### config.mk
export PLATFORM = sky130hd
export DESIGN_NAME = epg_design
export DESIGN_NICKNAME = d
export VERILOG_FILES = /design/src/rtl/epg_design.sv
export SDC_FILE = /design/constraint.sdc
export NUM_CORES = 1
export LEC_CHECK = 0
export ABC_AREA = 1
export CAP_MARGIN = 20
export CELL_PAD_IN_SITES_DETAIL_PLACEMENT = 1
export CELL_PAD_IN_SITES_GLOBAL_PLACEMENT = 1
export CORE_UTILIZATION = 31
export CTS_BUF_LIST = sky130_fd_sc_hd__clkbuf_16
export DETAILED_ROUTE_END_ITERATION = 8
export HOLD_SLACK_MARGIN = 0.06
export MAX_ROUTING_LAYER = met4
export PLACE_DENSITY = 0.86
export REMOVE_ABC_BUFFERS = 1
export SETUP_SLACK_MARGIN = 0.3
export SLEW_MARGIN = 0
export SYNTH_ARGS = -nofsm -noshare
export SYNTH_HDL_FRONTEND = slang
export SYNTH_SLANG_ARGS = --single-unit
### constraint.sdc
create_clock -name clk -period 0.9 [get_ports clk]
set_clock_uncertainty 0.2 [all_clocks]
set_input_delay 0.18 -clock clk [delete_from_list [all_inputs] [get_ports clk]]
set_output_delay 0.18 -clock clk [all_outputs]
set_load 0.02 [all_outputs]
### src/rtl/epg_design.sv
// Registered even/odd parity generator.
// Accepts one data word per clock when in_valid is high and presents, one
// cycle later, the parity bit, the {P, A} codeword and the popcount of A.
//
// Handshake: valid-only streaming, with no ready/backpressure.
// - A word is taken on every rising edge where in_valid=1.
// - The edge that takes a word raises out_valid for exactly one cycle,
//   together with the matching P, code_out and ones_count.
// - An edge with in_valid=0 drops out_valid and leaves the data outputs
//   holding the last accepted word.
// - A and odd_sel are ignored whenever in_valid=0.
module epg_design #(
  parameter int WIDTH = 8,
  parameter int CNT_W = 7
) (
  input  logic             clk,
  input  logic             rst,
  input  logic [WIDTH-1:0] A,
  input  logic             in_valid,
  input  logic             odd_sel,
  output logic             P,
  output logic             out_valid,
  output logic [WIDTH:0]   code_out,
  output logic [CNT_W-1:0] ones_count
);

  logic             p_q,         p_d;
  logic             out_valid_q, out_valid_d;
  logic [WIDTH:0]   code_q,      code_d;
  logic [CNT_W-1:0] ones_q,      ones_d;

  logic             parity;
  logic [CNT_W-1:0] pop;

  // Parity and popcount of the incoming word. These feed only the
  // registers, so there is no combinational path from A to an output.
  always_comb begin
    parity = (^A) ^ odd_sel;
    pop    = '0;
    for (int i = 0; i < WIDTH; i++) begin
      pop = pop + CNT_W'(A[i]);
    end
  end

  // Next-state: load a new result on an accepted word, otherwise hold.
  always_comb begin
    p_d         = p_q;
    code_d      = code_q;
    ones_d      = ones_q;
    out_valid_d = in_valid;
    if (in_valid) begin
      p_d    = parity;
      code_d = {parity, A};
      ones_d = pop;
    end
  end

  // Output registers. The asynchronous reset also discards a result that
  // has been accepted but not yet seen downstream.
  always_ff @(posedge clk or posedge rst) begin
    if (rst) begin
      p_q         <= 1'b0;
      out_valid_q <= 1'b0;
      code_q      <= '0;
      ones_q      <= '0;
    end else begin
      p_q         <= p_d;
      out_valid_q <= out_valid_d;
      code_q      <= code_d;
      ones_q      <= ones_d;
    end
  end

  assign P          = p_q;
  assign out_valid  = out_valid_q;
  assign code_out   = code_q;
  assign ones_count = ones_q;

endmodule

==> summary.txt <==
Run status
  • Status: complete, but fails checks
  • Failing checks: negative hold slack, negative setup slack

GRT
  • GR Util met2: 0.467
  • GR peak layer: met2
  • Initial antenna violation count: 0
  • Met1 Use GR: 0.351
  • Pin count of the biggest net entering global routing: 12
  • First-pass GRT wire length: 5520 um
  • GRT Total Usage: 0.298
  • Met3 usage: 0.0833
  • Vias in the first global route: 1027
  • Grt total ovfl: 0

Placement
  • I/O Buffers: 26
  • Post-detail-place hpwl: 2030 um
  • GP Congestion: 0.814
  • Post-placement cell count: 177

Cells and area
  • Nets: 193
  • Most common cell after layout, fill and taps aside: nand2_1
  • Layout area overhead: 98.2%
  • Most frequent cells in the layout: 37 x nand2_1, 32 x buf_6, 18 x buf_4
  • Layout cells sized above 1: 0.509
  • Fillers: 270
  • # diodes: 0
  • Post-route non-filler standard cell count: 201

Logic synthesis
  • Avg Cell Area, Syn: 7.76 um2
  • Post-Syn Area: 853 um2
  • Yosys reg bits: 14
  • Synth Instances: 110
  • Synthesis warning total: 0
  • Yosys cell types: 16
  • Seq/Total Area, Yosys: 0.411

Die
  • Initial Util: 0.335
  • Die width: 54.5 um
  • Core area: 0.00254 mm2
  • Row cnt: 18
  • Die H: 54.5 um
  • IO Pins: 30
  • Die area: 0.00297 mm2

Critical path
  • WP data arrival: 2.76 ns
  • Crit Path Class: in -> reg
  • Reg-to-reg slack, setup: -0.21 ns
  • Crit path launch type: input port
  • Slowest Stage Delay on Critical Path: 0.56 ns
  • Worst-path fanout max: 2
  • Crit path capture type: register
  • Crit-path slowest cell: fa_1
  • CP cell instances: buf_8 -> fa_1 -> inv_1 -> fa_1 -> fa_2 -> inv_2 -> ha_4 -> inv_2 -> fa_2 -> o21ai_2
  • Worst r2r dst: ones_count[2]
  • Worst Reg-to-Reg Cells: 4
  • WP data required: 0.87 ns
  • FF-to-FF Start: ones_count[2]

Pwr
  • Comb pwr share: 0.451
  • Maximum VDD drop: 1810 uV
  • NetSw: 1.04 mW
  • Pwr Total: 3.05 mW
  • P_leak: 0.912 nW
  • Int Pwr: 2.02 mW
  • Switching Fraction: 0.340
  • Sequential Power Share: 0.266
  • Clk pwr share: 0.283
  • Power Density: 1810 mW/mm2

Drt
  • Detailed Route WL: 4400 um
  • Initial drt markers: 28
  • Avg Vias per Cell: 5.17
  • Routed via count: 1040
  • Antenna Nets Post-Route: 0
  • Drt pass-1 iters: 4
  • Wire per inst: 21.9 um
  • DRC viols: 0

STA
  • Final worst slack: -1.89 ns
  • Unrepaired setup endpoints after global routing: true
  • Final worst path period share: 3.10
  • Final setup fails: 26
  • Hold Slack: -0.0320 ns
  • Maximum clock rate: 358 MHz
  • Post-route minimum period: 2.79 ns
  • Final hold viol count: 14
  • Slew Limit Fails: 0

Clocking
  • H-tree depth: 1
  • Cts bufs inserted: 3
  • Skew-Pair Late Insertion Delay: 0.25 ns
  • Sink Count: 14
  • Clock-pin slew on the worst setup and hold paths: 0.05 ns
  • CTS root buf: clkbuf_16
  • Clock Path Buffers: 2
  • CTS tree: done

Min path
  • Worst hold-check path type: in -> async

Flow run
  • Maxcap violations: 0
[what timing repair did]
item,in CTS,in global routing
setup buffers,9,10
endpoints found under the hold margin,15,16
cloned,2,0
pin swaps,21,14
endpoints found under the setup margin,43,28
resized for setup,146,25
[routing by layer]
metal	wire length, um	vias to the layer above
li1	-	449
met1	1740	514
met2	2130	60
met5	0	-
met3	350	17
met4	184	0
[sequential cells by signal (all words and copies together), names as in the netlist]
signal,count
P,1
out_valid,1
ones_count,4
code_out,8
[worst max-delay path, delay by kind of cell]
family                   cells  cell delay (ns)
AO/OA/AOI/OAI                1             0.13
adder cells (fa/ha/maj)      5             2.17
buffers and inverters        4             0.28
[power groups by stage]
| stage | logic (mW) | registers [mW] | clock network [mW] |
|---|---|---|---|
| floorplan | 0.302 | 0.914 | 0 |
| finish | 1.38 | 0.814 | 0.864 |
| global route | 1.47 | 0.825 | 0.906 |
| global placement | 0.821 | 0.786 | 0 |
| detailed placement | 0.871 | 0.792 | 0 |
| CTS | 1.11 | 0.798 | 0.834 |
[through the flow]
stage	setup TNS (ns)	utilization	instance area, um2	hold slack (ns)	setup slack (ns)
2_1_floorplan	-7.24	-	821	-0.131	-1.86
3_3_place_gp	-19.44	0.489	1240	0.254	-2.40
3_5_place_dp	-20.78	0.489	1240	0.280	-2.56
4_1_cts	-11.45	0.603	1540	-0.0541	-1.97
5_1_grt	-13.10	0.665	1690	-0.0324	-1.96
6_report	-12.51	0.665	1690	-0.0320	-1.89
[cells by family (layout without fill, tap and decap cells)]
logic type               after synthesis  in the layout  share of synthesized area
AO/OA/AOI/OAI                         10             10                     0.0586
XOR/XNOR                               2              2                     0.0205
adder cells (fa/ha/maj)                8              8                      0.152
buffers and inverters                 23             82                      0.122
flip-flops                            14             14                      0.411
other                                  1              3                    0.00439
AND/OR/NAND/NOR                       52             52                      0.232
[Yosys cell counts (all sizes together)]
cell / count / share of area
a21oi: 1 / 0.0059
buf: 6 / 0.047
conb: 1 / 0.0044
dfrtp: 14 / 0.41
fa: 4 / 0.094
ha: 4 / 0.059
inv: 17 / 0.075
nand2: 48 / 0.21
nand3: 2 / 0.012
nor2: 2 / 0.0088
o21ai: 9 / 0.053
xnor2: 1 / 0.010
xor2: 1 / 0.010
[worst max path at each step]
stage          startpoint       endpoint  slack, ns  depth (start not counted)
3_5_place_dp         A[1]  ones_count[2]      -2.56                         11
6_report             A[0]  ones_count[1]      -1.89                         10
4_1_cts              A[3]  ones_count[1]      -1.97                         10
2_1_floorplan        A[0]  ones_count[2]      -1.86                         10
3_3_place_gp         A[0]  ones_count[2]      -2.40                         11
5_1_grt              A[0]  ones_count[2]      -1.96                         11
[layout make-up]
type	count	area [um2]	area share
Sequential cell	14	350	0.207
Clock buffer	3	75.1	0.0444
Tap cell	30	37.5	0.0222
Timing Repair Buffer	62	649	0.384
Multi-Input combinational cell	75	513	0.303
Inverter	17	66.3	0.0392
(Power assumes the default switching activity.)
